===== src/rtl/data_cache_if.sv =====
// CPU-side and RAM-side signal bundle of the direct-mapped data cache.
// DATACACHE_STATS_EN adds the three statistics counter outputs.
interface data_cache_if #(
    parameter int WORDS_PER_LINE = 4
);
    logic [31:0]                  iaddr;
    logic [31:0]                  idata_write;
    logic                         iSigMemRead;
    logic                         iSigMemWrite;
    logic                         ohit;
    logic [31:0]                  odata_read;
    logic [31:0]                  omem_addr;
    logic [31:0]                  omem_write_data;
    logic                         omem_read_req;
    logic                         omem_write_req;
    logic                         imem_ack;
    logic [WORDS_PER_LINE*32-1:0] imem_in;
`ifdef DATACACHE_STATS_EN
    logic [31:0]                  ostat_reads;
    logic [31:0]                  ostat_misses;
    logic [31:0]                  ostat_writes;

    modport master (
        output iaddr, idata_write, iSigMemRead, iSigMemWrite, imem_ack, imem_in,
        input  ohit, odata_read, omem_addr, omem_write_data, omem_read_req, omem_write_req,
        input  ostat_reads, ostat_misses, ostat_writes
    );
    modport slave (
        input  iaddr, idata_write, iSigMemRead, iSigMemWrite, imem_ack, imem_in,
        output ohit, odata_read, omem_addr, omem_write_data, omem_read_req, omem_write_req,
        output ostat_reads, ostat_misses, ostat_writes
    );
`else
    modport master (
        output iaddr, idata_write, iSigMemRead, iSigMemWrite, imem_ack, imem_in,
        input  ohit, odata_read, omem_addr, omem_write_data, omem_read_req, omem_write_req
    );
    modport slave (
        input  iaddr, idata_write, iSigMemRead, iSigMemWrite, imem_ack, imem_in,
        output ohit, odata_read, omem_addr, omem_write_data, omem_read_req, omem_write_req
    );
`endif
endinterface


===== src/rtl/data_cache_ctrl.sv =====
// Direct-mapped, write-through, no-write-allocate data cache with req/ack RAM handshake.
// Optional DATACACHE_STATS_EN adds registered read/miss/write counters.
//
// state | meaning
// IDLE  | accept request; read hits complete here with no stall
// FILL  | line fill requested, waiting for imem_ack
// WRITE | write-through requested, waiting for imem_ack
// DONE  | access completes (ohit=1), then back to IDLE
module data_cache_ctrl #(
    parameter int LINES          = 4,
    parameter int WORDS_PER_LINE = 4
) (
    input logic        clk,
    input logic        rst,
    data_cache_if.slave bus
);
    localparam int WSEL = $clog2(WORDS_PER_LINE);
    localparam int OFF  = WSEL + 2;
    localparam int IDX  = $clog2(LINES);
    localparam int TAG  = 32 - IDX - OFF;

    typedef enum logic [1:0] {IDLE, FILL, WRITE, DONE} state_t;

    state_t state, state_nxt;

    logic [LINES-1:0] valid;
    logic [TAG-1:0]   tag_mem  [LINES];
    logic [31:0]      data_mem [LINES][WORDS_PER_LINE];

    logic [WSEL-1:0] wsel;
    logic [IDX-1:0]  idx;
    logic [TAG-1:0]  tag;
    logic            hit;
    logic            unused_bits;

    logic [31:0] mem_addr, mem_addr_nxt;
    logic [31:0] mem_wdata, mem_wdata_nxt;
    logic        rreq, rreq_nxt;
    logic        wreq, wreq_nxt;
    logic        ohit_c;
    logic        fill_we;
    logic        word_we;

    assign wsel        = bus.iaddr[OFF-1:2];
    assign idx         = bus.iaddr[OFF+IDX-1:OFF];
    assign tag         = bus.iaddr[31:OFF+IDX];
    assign unused_bits = ^bus.iaddr[1:0];
    assign hit         = valid[idx] && (tag_mem[idx] == tag);

    always_comb begin
        state_nxt     = state;
        mem_addr_nxt  = mem_addr;
        mem_wdata_nxt = mem_wdata;
        rreq_nxt      = rreq;
        wreq_nxt      = wreq;
        ohit_c        = 1'b0;
        fill_we       = 1'b0;
        word_we       = 1'b0;
        case (state)
            IDLE: begin
                // a simultaneous read+write is treated as a write
                if (bus.iSigMemWrite) begin
                    mem_addr_nxt  = bus.iaddr;
                    mem_wdata_nxt = bus.idata_write;
                    wreq_nxt      = 1'b1;
                    word_we       = hit;
                    state_nxt     = WRITE;
                end else if (bus.iSigMemRead) begin
                    if (hit) begin
                        ohit_c = 1'b1;
                    end else begin
                        mem_addr_nxt = {bus.iaddr[31:OFF], {OFF{1'b0}}};
                        rreq_nxt     = 1'b1;
                        state_nxt    = FILL;
                    end
                end else begin
                    ohit_c = 1'b1;
                end
            end
            FILL: begin
                if (bus.imem_ack) begin
                    fill_we   = 1'b1;
                    rreq_nxt  = 1'b0;
                    state_nxt = DONE;
                end
            end
            WRITE: begin
                if (bus.imem_ack) begin
                    wreq_nxt  = 1'b0;
                    state_nxt = DONE;
                end
            end
            DONE: begin
                ohit_c    = 1'b1;
                state_nxt = IDLE;
            end
            default: state_nxt = IDLE;
        endcase
    end

    always_ff @(posedge clk) begin
        if (rst) begin
            state     <= IDLE;
            valid     <= '0;
            mem_addr  <= '0;
            mem_wdata <= '0;
            rreq      <= 1'b0;
            wreq      <= 1'b0;
        end else begin
            state     <= state_nxt;
            mem_addr  <= mem_addr_nxt;
            mem_wdata <= mem_wdata_nxt;
            rreq      <= rreq_nxt;
            wreq      <= wreq_nxt;
            if (fill_we) valid[idx] <= 1'b1;
        end
    end

    // Tag and data arrays carry no reset; only the valid bits qualify them.
    always_ff @(posedge clk) begin
        if (!rst && fill_we) begin
            tag_mem[idx] <= tag;
            for (int k = 0; k < WORDS_PER_LINE; k++)
                data_mem[idx][k] <= bus.imem_in[32*k +: 32];
        end
        if (!rst && word_we) data_mem[idx][wsel] <= bus.idata_write;
    end

    assign bus.ohit            = ohit_c;
    assign bus.odata_read      = data_mem[idx][wsel];
    assign bus.omem_addr       = mem_addr;
    assign bus.omem_write_data = mem_wdata;
    assign bus.omem_read_req   = rreq;
    assign bus.omem_write_req  = wreq;

`ifdef DATACACHE_STATS_EN
    logic [31:0] stat_reads, stat_misses, stat_writes;
    logic        rd_done, miss_start, wr_start;

    // ohit with a read-only request means a load completes this cycle (IDLE hit or DONE)
    assign rd_done    = ohit_c && bus.iSigMemRead && !bus.iSigMemWrite;
    assign miss_start = (state == IDLE) && (state_nxt == FILL);
    assign wr_start   = (state == IDLE) && (state_nxt == WRITE);

    always_ff @(posedge clk) begin
        if (rst) begin
            stat_reads  <= '0;
            stat_misses <= '0;
            stat_writes <= '0;
        end else begin
            if (rd_done)    stat_reads  <= stat_reads + 32'd1;
            if (miss_start) stat_misses <= stat_misses + 32'd1;
            if (wr_start)   stat_writes <= stat_writes + 32'd1;
        end
    end

    assign bus.ostat_reads  = stat_reads;
    assign bus.ostat_misses = stat_misses;
    assign bus.ostat_writes = stat_writes;
`endif
endmodule


===== src/flat_wrapper.sv =====
// flat-port wrapper written by rule: the top's interface ports become plain ports
module data_cache_ctrl_flat 
#(
    parameter int LINES          = 4,
    parameter int WORDS_PER_LINE = 4
)
  (clk, rst, bus_iaddr, bus_idata_write, bus_iSigMemRead, bus_iSigMemWrite, bus_imem_ack, bus_imem_in, bus_ohit, bus_odata_read, bus_omem_addr, bus_omem_write_data, bus_omem_read_req, bus_omem_write_req);
  data_cache_if #(.WORDS_PER_LINE(WORDS_PER_LINE)) bus_i ();
  input logic clk;
  input logic rst;
  input wire logic [$bits(bus_i.iaddr)-1:0] bus_iaddr;
  input wire logic [$bits(bus_i.idata_write)-1:0] bus_idata_write;
  input wire logic [$bits(bus_i.iSigMemRead)-1:0] bus_iSigMemRead;
  input wire logic [$bits(bus_i.iSigMemWrite)-1:0] bus_iSigMemWrite;
  input wire logic [$bits(bus_i.imem_ack)-1:0] bus_imem_ack;
  input wire logic [$bits(bus_i.imem_in)-1:0] bus_imem_in;
  output wire logic [$bits(bus_i.ohit)-1:0] bus_ohit;
  output wire logic [$bits(bus_i.odata_read)-1:0] bus_odata_read;
  output wire logic [$bits(bus_i.omem_addr)-1:0] bus_omem_addr;
  output wire logic [$bits(bus_i.omem_write_data)-1:0] bus_omem_write_data;
  output wire logic [$bits(bus_i.omem_read_req)-1:0] bus_omem_read_req;
  output wire logic [$bits(bus_i.omem_write_req)-1:0] bus_omem_write_req;
  assign bus_i.iaddr = bus_iaddr;
  assign bus_i.idata_write = bus_idata_write;
  assign bus_i.iSigMemRead = bus_iSigMemRead;
  assign bus_i.iSigMemWrite = bus_iSigMemWrite;
  assign bus_i.imem_ack = bus_imem_ack;
  assign bus_i.imem_in = bus_imem_in;
  assign bus_ohit = bus_i.ohit;
  assign bus_odata_read = bus_i.odata_read;
  assign bus_omem_addr = bus_i.omem_addr;
  assign bus_omem_write_data = bus_i.omem_write_data;
  assign bus_omem_read_req = bus_i.omem_read_req;
  assign bus_omem_write_req = bus_i.omem_write_req;
  data_cache_ctrl #(.LINES(LINES), .WORDS_PER_LINE(WORDS_PER_LINE)) u_core (.clk(clk), .rst(rst), .bus(bus_i));
endmodule

===== config.mk =====
export PLATFORM = sky130hd
export DESIGN_NAME = data_cache_ctrl_flat
export DESIGN_NICKNAME = d
export VERILOG_FILES = /design/src/rtl/data_cache_if.sv /design/src/rtl/data_cache_ctrl.sv /design/src/flat_wrapper.sv
export SDC_FILE = /design/constraint.sdc
export NUM_CORES = 1
export LEC_CHECK = 0
export ABC_AREA = 1
export BUFFER_PORTS_ARGS = -buffer_cell sky130_fd_sc_hd__buf_4
export CAP_MARGIN = 30
export CORE_UTILIZATION = 59
export CTS_CLUSTER_DIAMETER = 50
export DETAILED_ROUTE_END_ITERATION = 10
export GPL_ROUTABILITY_DRIVEN = 0
export PLACE_DENSITY = 0.88
export SETUP_SLACK_MARGIN = 0.05
export SYNTH_ARGS = -nofsm -noshare
export SYNTH_HDL_FRONTEND = slang
export SYNTH_SLANG_ARGS = --single-unit
export TNS_END_PERCENT = 100

===== constraint.sdc =====
create_clock -name clk -period 4.8 [get_ports clk]
set_input_delay 0.24 -clock clk [delete_from_list [all_inputs] [get_ports clk]]
set_output_delay 0.24 -clock clk [all_outputs]
set_load 0.05 [all_outputs]

-- After elaboration in Yosys (flattened, before gate mapping)
Memory sizes are Yosys's and may differ from the RTL's.
Index checks and enable logic that the tools add are counted.
- $lt $le $gt $ge: 4
- bitwise logic cells: 130
- equal/unequal tests: 14
- multiplexer cells: 164
- reductions and logical operators: 16
- operator list (cell ; count):
    $mux W32 ; 6
    $mux W1 ; 145
    $mux W128 ; 1
    $or A1 B1 Y1 ; 128
    $bmux W32 S2 ; 1
    $demux W32 S2 ; 1
    $eq A26 B26 Y1 ; 1
    $ne A2 B2 Y1 const B ; 7
    $reduce_and A3 Y1 ; 3
    $mux W2 ; 4
    $ne A3 B3 Y1 const B ; 2
    $pmux W1 S2 ; 3
    $pmux W2 S3 ; 1
    $reduce_bool A2 Y1 ; 3
    $logic_and A1 B1 Y1 ; 5
    $reduce_and A5 Y1 ; 1
    $eq A2 B2 Y1 const B ; 2
    $or A4 B4 Y4 ; 1
    $ge A3 B3 Y1 const B ; 1
    $lt A2 B3 Y1 const B ; 1
    $lt A3 B1 Y1 const B ; 1
    $not A2 Y3 ; 1
    $bmux W1 S2 ; 1
    $demux W1 S2 ; 1
    7 further kinds ; 7
- memories: 2
- logic and storage cells: 336
- output and inout bits: 99
- input port bits: 197
- register bits after elaboration: 72
- bits in writable memories: 616
- memories (memory ; depth ; width ; rd ports ; clocked after memory_dff ; write ports ; line ; RTL):
    u_core.data_mem ; 4 ; 128 ; 1 ; 0 ; 1 ; data_cache_ctrl.sv:28 ; logic [31:0] data_mem [LINES][WORDS_PER_LINE];
    u_core.tag_mem ; 4 ; 26 ; 1 ; 0 ; 1 ; data_cache_ctrl.sv:27 ; logic [TAG-1:0] tag_mem [LINES];

-- Logic depth before layout (Yosys ltp)
Gate-level depths: netlist of the first run.
- depth after elaboration: 9
- gate-level depth with buffers: 21

-- Worst setup path before layout of the first run
No wires, ideal clock.
- path type: input-to-reg
- start: in bus_iaddr[5]
- end: mem u_core.data_mem[0][100] (netlist bit) (enable)
- path buffers: 3
- data arrival time: 3.147 ns
- setup slack: 1.232 ns
- stages on the path: 16
- required time: 4.379 ns
- path through: buf_4 -> inv_2 -> buf_4 -> nand2_1 -> nand2_1 -> nand2_1 -> nand2_1 -> nand2_1 -> nor3b_1 -> nand3_1 -> nor2_4 -> nand3_2 -> buf_4 -> nand2_1 -> inv_1 -> nor2_1
- cells in the longest elaborated chain, start to end: 9
- elaborated cells between the ends (all ways): 11
- classes of those cells: 1 x eq/ne; 6 x mux; 1 x bitwise; 2 x reduce/logical; 1 x memory
- RTL lines (element ; line ; RTL):
    start: declaration ; flat_wrapper.sv:11 ; input wire logic [$bits(bus_i.iaddr)-1:0] bus_iaddr;
    $mem_v2 Z4 W26 / $bmux W1 S2 (equally long branches) ; n/a ;
    $eq A26 B26 Y1 / $mux W1 (equally long branches) ; data_cache_ctrl.sv:48 ; assign hit = valid[idx] && (tag_mem[idx] == tag);
    $logic_and A1 B1 Y1 ; data_cache_ctrl.sv:48 ;
    $mux W1 ; data_cache_ctrl.sv:62 ; if (bus.iSigMemWrite) begin
    $mux W1 ; data_cache_ctrl.sv:59 ; case (state)
    $logic_and A1 B1 Y1 ; data_cache_ctrl.sv:126 ; if (!rst && word_we) data_mem[idx][wsel] <= bus.idata_write;
    $mux W1 ; data_cache_ctrl.sv:126 ;
    $mux W128 (not written as such) ; data_cache_ctrl.sv:126 ;
    $or A1 B1 Y1 (no source line) ; n/a ;
    end: declaration ; data_cache_ctrl.sv:28 ;
Parallel ways exist; a longest one is shown, timed or not. The select of a mux whose other input is x is not followed.

-- Worst setup path after layout of the first run
- start: in bus_iaddr[4]
- end: out bus_odata_read[14]
- cells in the longest elaborated chain, start to end: 4
- RTL lines (element ; line ; RTL):
    $mem_v2 Z4 W128 ; n/a ;
    $bmux W32 S2 ; data_cache_ctrl.sv:130 ; assign bus.odata_read = data_mem[idx][wsel];
    $mux W32 (not written as such) (2 in a row) ; data_cache_ctrl.sv:130 ;
    end: declaration ; flat_wrapper.sv:18 ; output wire logic [$bits(bus_i.odata_read)-1:0] bus_odata_read;
No other way between the ends. The select of a mux whose other input is x is not followed.

==> results of run 1 <==
-- state kept, by name, summed over array words and instances, names as in the netlist --
name and cells:
u_core.bus.omem_write_req 1, u_core.bus.omem_write_data 32, u_core.tag_mem 104, u_core.bus.omem_read_req 1, u_core.state 2, u_core.data_mem 512, u_core.bus.omem_addr 32, u_core.valid 4
-- metrics by stage --
| step | hold WS (ns) | util (%) | setup slack [ns] | area [µm²] | instances |
|---|---|---|---|---|---|
| global placement | 0.4407 | 65.93 | 0.9445 | 30630 | 2986 |
| floorplan | 0.3389 | - | 1.232 | 27760 | 2185 |
| global route | 0.02363 | 72.07 | 1.082 | 33480 | 3158 |
| detailed placement | 0.4535 | 66.09 | 0.8778 | 30700 | 2989 |
| CTS | 0.001709 | 72.01 | 1.295 | 33460 | 3157 |
| finish | 0.01534 | 72.08 | 1.193 | 33490 | 3159 |
-- cell type report --
| class | count | area [µm²] | area share, % |
|---|---|---|---|
| Multi-Input combinational cell | 1273 | 6973 | 20.82 |
| Clock inverter | 29 | 401.6 | 1.199 |
| Antenna cell | 1 | 2.502 | 0.007473 |
| Tap cell | 607 | 759.5 | 2.268 |
| Sequential cell | 688 | 19940 | 59.54 |
| Clock buffer | 93 | 1889 | 5.642 |
| Timing Repair Buffer | 382 | 3193 | 9.536 |
| Inverter | 86 | 327.8 | 0.9790 |
-- where the power goes --
part	internal, mW	total [mW]	leakage [nW]	switching, mW
logic	0.703	2.37	5.35	1.67
registers	6.79	6.92	6.14	0.133
clock network	3.22	5.46	1.11	2.24
-- synth_stat cells (2+ instances only) --
master	number
sky130_fd_sc_hd__a22oi_1	256
sky130_fd_sc_hd__clkbuf_1	85
sky130_fd_sc_hd__a21oi_1	104
sky130_fd_sc_hd__a2111o_1	32
sky130_fd_sc_hd__nand3_2	4
sky130_fd_sc_hd__nand3b_1	6
sky130_fd_sc_hd__buf_6	20
sky130_fd_sc_hd__or2_2	2
sky130_fd_sc_hd__inv_1	84
sky130_fd_sc_hd__buf_2	17
sky130_fd_sc_hd__o21ai_1	106
sky130_fd_sc_hd__a21boi_0	64
sky130_fd_sc_hd__nand3_1	59
sky130_fd_sc_hd__dfxtp_1	72
sky130_fd_sc_hd__o21ai_0	60
sky130_fd_sc_hd__o21ai_2	2
sky130_fd_sc_hd__edfxtp_1	616
sky130_fd_sc_hd__ha_1	4
sky130_fd_sc_hd__nand4_1	5
sky130_fd_sc_hd__buf_4	9
sky130_fd_sc_hd__buf_1	7
sky130_fd_sc_hd__nand2_1	511
sky130_fd_sc_hd__nor2_1	50
-- critical path: stages --
cell and delay [ns]:
sky130_fd_sc_hd__buf_4 0.30, sky130_fd_sc_hd__nor2_4 0.19, sky130_fd_sc_hd__buf_4 0.51, sky130_fd_sc_hd__buf_4 0.90
sky130_fd_sc_hd__a22oi_1 0.29, sky130_fd_sc_hd__a21oi_1 0.44, sky130_fd_sc_hd__a2111o_1 0.19, sky130_fd_sc_hd__buf_4 0.20
-- kinds of logic after synthesis --
family                     count (synthesis)  synth area share, %
adders and majority gates                  4               0.1803
AOI/OAI and AO/OA                        626                14.94
and+or+nand+nor                          643                9.284
DFF                                      688                71.82
buffers and inverters                    224                3.777
-- final timing paths --
kind / slack (ns) / endpoint
worst max register to register: 1.69 / u_core.data_mem[2][22]
worst min register to register: 0.46 / u_core.bus.omem_addr[16]
worst min-delay path: 0.02 / u_core.bus.omem_write_data[0]
worst max-delay path: 1.19 / bus_odata_read[14]
-- cells in the final DEF (no fill, tap or decap), types with 3 or more instances in the layout --
master                          instances
sky130_fd_sc_hd__inv_1                 81
sky130_fd_sc_hd__clkbuf_8               3
sky130_fd_sc_hd__buf_4                321
sky130_fd_sc_hd__a21boi_0              64
sky130_fd_sc_hd__nor2_4                23
sky130_fd_sc_hd__clkinv_2               5
sky130_fd_sc_hd__bufinv_16              8
sky130_fd_sc_hd__a22oi_1              256
sky130_fd_sc_hd__edfxtp_1             616
sky130_fd_sc_hd__nand4_1                5
sky130_fd_sc_hd__o21ai_1              106
sky130_fd_sc_hd__o21ai_0               60
sky130_fd_sc_hd__nand3b_1               6
sky130_fd_sc_hd__clkbuf_1              19
sky130_fd_sc_hd__dlygate4sd3_1         46
sky130_fd_sc_hd__nor2_1                25
sky130_fd_sc_hd__nand3_1               59
sky130_fd_sc_hd__buf_16                 3
sky130_fd_sc_hd__ha_1                   4
sky130_fd_sc_hd__dfxtp_1               72
sky130_fd_sc_hd__buf_12                12
sky130_fd_sc_hd__clkinv_1               4
sky130_fd_sc_hd__nand3_4                3
sky130_fd_sc_hd__clkinvlp_4             3
sky130_fd_sc_hd__a2111o_1              32
sky130_fd_sc_hd__nor2_2                 4
sky130_fd_sc_hd__inv_6                  7
sky130_fd_sc_hd__nand2_1              510
sky130_fd_sc_hd__a21oi_1              104
sky130_fd_sc_hd__clkbuf_16             71
-- metal layers --
metal	share of wire, %	vias to the layer above	track usage, %	routed length (µm)
li1	-	8723	-	-
met1	34	9775	42.42	27530
met2	47	1870	53.81	38500
met3	13	331	7.928	10640
met4	5.5	4	18.77	4477
met5	0.039	-	0	32
-- what timing repair did --
item / in CTS / in global routing
endpoints found under the hold margin: 149 / 0
hold buffers: 46 / 0
gates resized for setup: 0 / 0
==> results, run 1 <==
- The flow ran to the end, and the final reports show no timing, DRC or antenna violations.
- IR analysis of the VDD net gives a maximum drop of roughly 0.00041 V.
- TritonCTS built the clock tree.
- The clock latency on the worst-skew pair is ~0.62 ns.
- The post-CTS setup-driven buffer insertion count is 0.
- The number of cells on the worst reg-to-reg path is 16.
- The area growth from synthesis to layout is 20.61%.
- In this run, synthesis inferred approximately 620 flip-flops with an integrated enable.
- Measured along the y axis, the die boundary spans between 200 and 250 µm.
- STA classifies the critical path startpoint as an input pin.
- The unique cell type count in the Yosys netlist is 33.
- The global-route usage over all layers is 33.62%.
- The maximum number of pins on one net before global-route repair is 82.
- The sequential-to-total area share from yosys stat is between 70 and 80%.
- The biggest fanout along the worst timing path is 81.
- The path class of the tightest hold or removal check is in2reg.
- The number of nets with antenna violations after routing is 0.
- The worst hold path begins at bus_idata_write[0].
- The clock transition at the registers of the reported paths is 0.06 ns.
- The required time at the worst-slack endpoint is 4.56 ns.
- The share of layout cells above drive strength 1 is about a fifth.
- The cell taking the most area after synthesis is sky130_fd_sc_hd__edfxtp_1.
- The post-route clock skew is 0.02975 ns.
- Clock tree synthesis found a total of slightly below 700 sinks.
- The total wirelength of the detailed-routed design is between 80 and 90 mm.
- The aggregate global routing overflow is 0.
- The H-tree was split into 3 levels.
- The number of violations of the max-capacitance limit is 0.
- The worst hold path passes through 3 cells.
- The number of cell rows is 79.
- The number of hold-slack violations in the final timing report is 0.
- The average wire per standard cell is 25.70 µm.
- After synthesis, the cell types taking the most area are sky130_fd_sc_hd__edfxtp_1 (67%), sky130_fd_sc_hd__a22oi_1 (6.9%), sky130_fd_sc_hd__nand2_1 (6.9%).
- The final number of max-transition violations is 0.
- The detailed router placed a little over 20000 vias in this run.
- The timing startpoint of the critical path is bus_iaddr[4].
- The total of buffers placed on input and output ports is a little under 300.
- The worst pin sits at a relative slew slack of 29.98%.
- For the final routed database, the setup TNS stands at 0 ns.
- The floorplan die width is 218.9 µm.
- Synthesis produced a netlist whose cell count is 2185.
- Dividing total power by cell area gives a power density of approximately 440 mW/mm².
- The number of nets in the synthesized netlist is roughly 2400.
- The final setup violation count is 0.
- The warning count from the yosys run is 0.
- The post-route DRC violation count is 0.
- Counting flops and latches in the post-synthesis netlist gives 688.
- The half-perimeter wire length of the detailed placement result is ~47 mm.
- Once the floorplan was initialized, standard cells occupied between 50% and 60% of the core.
- The final clock period utilization by the worst path is between 70% and 80%.
- The top cell type's share of synthesized area is 66.63%.
- The total of fill cells in the finished design is between 2000 and 3000.
- The initial antenna violation count is 1.
- The most used flip-flop cell after synthesis is sky130_fd_sc_hd__edfxtp_1.
- The count of TritonRoute iterations in the first routing pass is 6.
- The mapped netlist covers ~0.028 mm².
- The average instance area after synthesis is between 10 and 15 µm².
- Pin placement for this block handled ~300 I/O pins.
- After detailed routing, the number of vias per cell comes to ~6.6.
- Setup repair after global routing left no endpoint under its margin.
- The area of the placeable core is 0.04646 mm².
- The setup path with the least slack is of type in2out.
- The endpoint arrival time on the critical path is ~3.4 ns.
- TritonCTS created 68 clock buffers.
- The reg-to-reg startpoint is u_core.tag_mem[1][9].
- The capturing element type of the critical path is an output pin.
- The first global-routing pass estimated 118.4 mm of wire.
- At the pin with the least slew margin, the transition time is 1.050 ns.
- The via count of the first global-routing pass is roughly 20000.
- The final period demand of the worst path is approximately 3.6 ns.
- The final total power is roughly 15 mW.
- After the last flow step, the layout net total stands at 2700.
- The tree is rooted in a sky130_fd_sc_hd__clkbuf_16.
- The violation count after the first detailed-routing iteration is ~3300.
- Counting along the longest clock path gives a buffer depth of 3.
- The area of the die is 0.04793 mm².
- The share of synthesized registers carrying an async set or reset is 0%.
- Static timing analysis puts the maximum clock frequency at between 200 and 300 MHz.
- For this design the static power due to leakage is 12.59 nW.
Note: power is estimated with default switching activity, not from simulation.
==> run 2: changes to the inputs <==
CORE_UTILIZATION = 53   (was 59)
PLACE_DENSITY = 0.84   (was 0.88)
clock period = 3.2 ns   (was 4.8 ns; I/O delays follow)
==> run 2 against run 1 <==
Register-to-register slack got worse by 1.3 ns. Non-clock buffer count up 119. Total power up 50%. Count of clock-buffer cells in the layout fell by 2. Clock skew about the same. Wire length up 3.0%.
==> results, run 2 (same netlist as run 1, synthesis figures left out) <==
- The sink of the worst hold path is u_core.data_mem[3][18].
- The top register by number of flip-flops is u_core.data_mem.
- The number of hold-slack violations in the final timing report is 0.
- The start point of the worst hold path is bus_imem_in[114].
- Entering global routing, the biggest net connects between 100 and 150 pins.
- The violation count after the first detailed-routing iteration is ~3300.
- Setup repair after global routing left no endpoint under its margin.
- Together, buffers and inverters on the worst path number 5.
- The post-cts resize count is 0.
- Detailed routing inserted a total of approximately 21000 vias.
- The tool flagged a number of max-cap violations equal to 0.
- The library cells used most frequently in the layout, excluding fill and tap cells, are sky130_fd_sc_hd__edfxtp_1 (616), sky130_fd_sc_hd__nand2_1 (511), sky130_fd_sc_hd__buf_4 (334).
- The largest single stage delay on the critical path is a little under 0.6 ns.
- The half-perimeter wire length of the detailed placement result is ~48 mm.
- The clock tree from TritonCTS is built.
- After detailed routing, the total wire length is roughly 84 mm.
- The class of the tightest hold or removal check is in2reg.
- After detailed routing, the number of remaining DRC violations is 0.
- The area of the die is approximately 0.053 mm².
- The final period demand of the worst path is around 3 ns.
- The count of TritonRoute iterations in the first routing pass is 6.
- The final number of max-transition violations is 0.
- The worst setup slack after layout is 0.2018 ns.
- The required time at the worst-slack endpoint is roughly 3.0 ns.
- The reg-to-reg startpoint is u_core.tag_mem[3][25].
- The CTS root buffer is sky130_fd_sc_hd__clkbuf_16.
- The highest achievable clock rate is between 300 and 400 MHz.
- The internal reg-to-reg setup slack is 0.34 ns.
- The clock latency on the worst-skew pair is 0.60 ns.
- Among the stages of the critical path, the cell type that occurs most often is sky130_fd_sc_hd__buf_4.
- The number of nets with antenna violations after routing is 0.
- The leading cell type in the layout, fill and taps excluded is sky130_fd_sc_hd__edfxtp_1.
- The post-CTS setup-driven buffer insertion count is 0.
- The global-route usage over all layers is roughly 31%.
- From synthesis to final layout, the design area changed by 24.85%.
- Excluding fillers, the count of instances in the completed layout stands at around 3400.
- The global-route wire length before repair is around 120 mm.
- In this design, the largest share of critical-path delay is due to buffers and inverters.
- The final clock period utilization by the worst path is about 94%.
- The largest individual stage delay along the critical path comes from the cell sky130_fd_sc_hd__a21boi_0.
- For this design the top-level I/O count stands at roughly 300.
- The buffer levels on the longest clock path is 3.
- The via count normalized by instance count is around 6.2.
- In the final layout, the share of cells above drive strength 1 is 18.27%.
- The vertical extent of the die is ~230 µm.
- The final-stage net count is around 2800.
- Global routing finished with a remaining overflow of 0.
- The largest registers in the layout are u_core.data_mem x512, u_core.tag_mem x104.
- The area of the placeable core is between 0.05 and 0.06 mm².
- The worst-margin pin slew is slightly above 0.8 ns.
- The initial antenna violation count is 2.
- The floorplan die width is approximately 230 µm.
- Between clock sinks in the finished design, the worst skew comes to slightly below 0.03 ns.
- The number of flip-flops in the largest register is 512.
- The worst setup path is captured at an output pin.
- The maximum vdd ir drop is 0.0005838 V.
- Summed over all cells, the static leakage comes to about 13 nW.
- The flow ran to the end, and the final reports show no timing, DRC or antenna violations.
- The cell area power density is 638.2 mW/mm².
- Summing all placed instances gives a cell area of 0.03088 mm².
- The H-tree depth reported by CTS is 3.
- The number of placed instances, taps included is 3077.
- The design draws between 20 and 25 mW.
- In this run the critical register-to-register path is captured at u_core.bus.omem_addr[1].
- STA puts the critical path data arrival time at 2.84 ns.
- In this run the worst path has a maximum fanout of 20.
- The clock sink total is just under 700.
- The number of buffers inserted during clock tree synthesis is 71.
- The final setup violation count is 0.
- After detailed routing, the average wire length per cell comes to roughly 25 µm.
- The worst hold path passes through 3 cells.
- The via count of the first global-routing pass is 20760.
- The signal on the critical path passes through dlygate4sd3_1 > buf_4 > inv_1 > nor2_2 > buf_4 > a21boi_0 > a2111o_1 > buf_4.
- Buffers placed on the I/O ports in this run total approximately 300.
- The clock transition at the registers of the reported paths is roughly 0.060 ns.
- The critical path is of the in2out type.
- The starting density of the core is approximately 54%.
- OpenSTA, run right after detailed placement, puts the worst setup slack at 0.1542 ns.
- The worst register-to-register path has a depth of 17.
- Summed over all failing endpoints, the final setup total negative slack is 0 ns.
- The final instance area is roughly 0.035 mm².
- The headroom to the max-slew limit is ~46%.
- The worst setup path is launched from an input pin.
- The number of cell rows is 83.
-- run 2: area by class of cell --
class	instances	area, µm²
clock buffer	91	1936
tap	680	850.8
clock inverter	37	329.1
inverter	86	326.6
fill	3415	16850
sequential	688	19940
timing repair buffer	501	4339
antenna	3	7.507
multi-input combinational	1273	6933
-- run 2: tightest hold or removal path, cell delays in order --
cell and delay [ns]:
sky130_fd_sc_hd__buf_4 0.08, sky130_fd_sc_hd__nand2_1 0.05, sky130_fd_sc_hd__o21ai_1 0.18
-- run 2: power breakdown --
| part | internal (mW) | switching, mW |
|---|---|---|
| Combinational | 1.12 | 2.54 |
| Sequential | 10.2 | 0.193 |
| Clock | 4.64 | 3.45 |
-- run 2: through the flow --
| stage | hold WS, ns | util [%] |
|---|---|---|
| global placement | 0.3943 | 59.94 |
| floorplan | 0.2589 | - |
| CTS | 0.003312 | 67.28 |
| detailed placement | 0.3968 | 59.94 |
| finish | 0.02546 | 67.29 |
| global route | 0.02015 | 67.29 |
-- run 2: per-layer routing --
layer / vias to the layer above / track usage, % / wire, µm
met3: 247 / 7.819 / 9886
met1: 10100 / 39.83 / 30110
met5: - / 0 / 0
met2: 1576 / 50.29 / 40210
li1: 8986 / - / -
met4: 0 / 12.58 / 3430
-- run 2: worst max path at each step --
stage,from,to,slack [ns],cells past startpoint
floorplan,bus_iaddr[5],u_core.data_mem[0][100],-0.29,16
global placement,bus_iaddr[4],u_core.data_mem[0][37],0.24,18
detailed placement,bus_iaddr[4],u_core.data_mem[0][20],0.15,16
CTS,bus_iaddr[3],bus_odata_read[10],0.31,8
global route,bus_iaddr[3],bus_odata_read[10],0.17,8
finish,bus_iaddr[3],bus_odata_read[10],0.20,8
-- run 2: repair_timing --
| action | in CTS | in global routing |
|---|---|---|
| hold endpoints to repair | 524 | 0 |
| setup endpoints to repair | 0 | 0 |
| hold buffers | 151 | 0 |
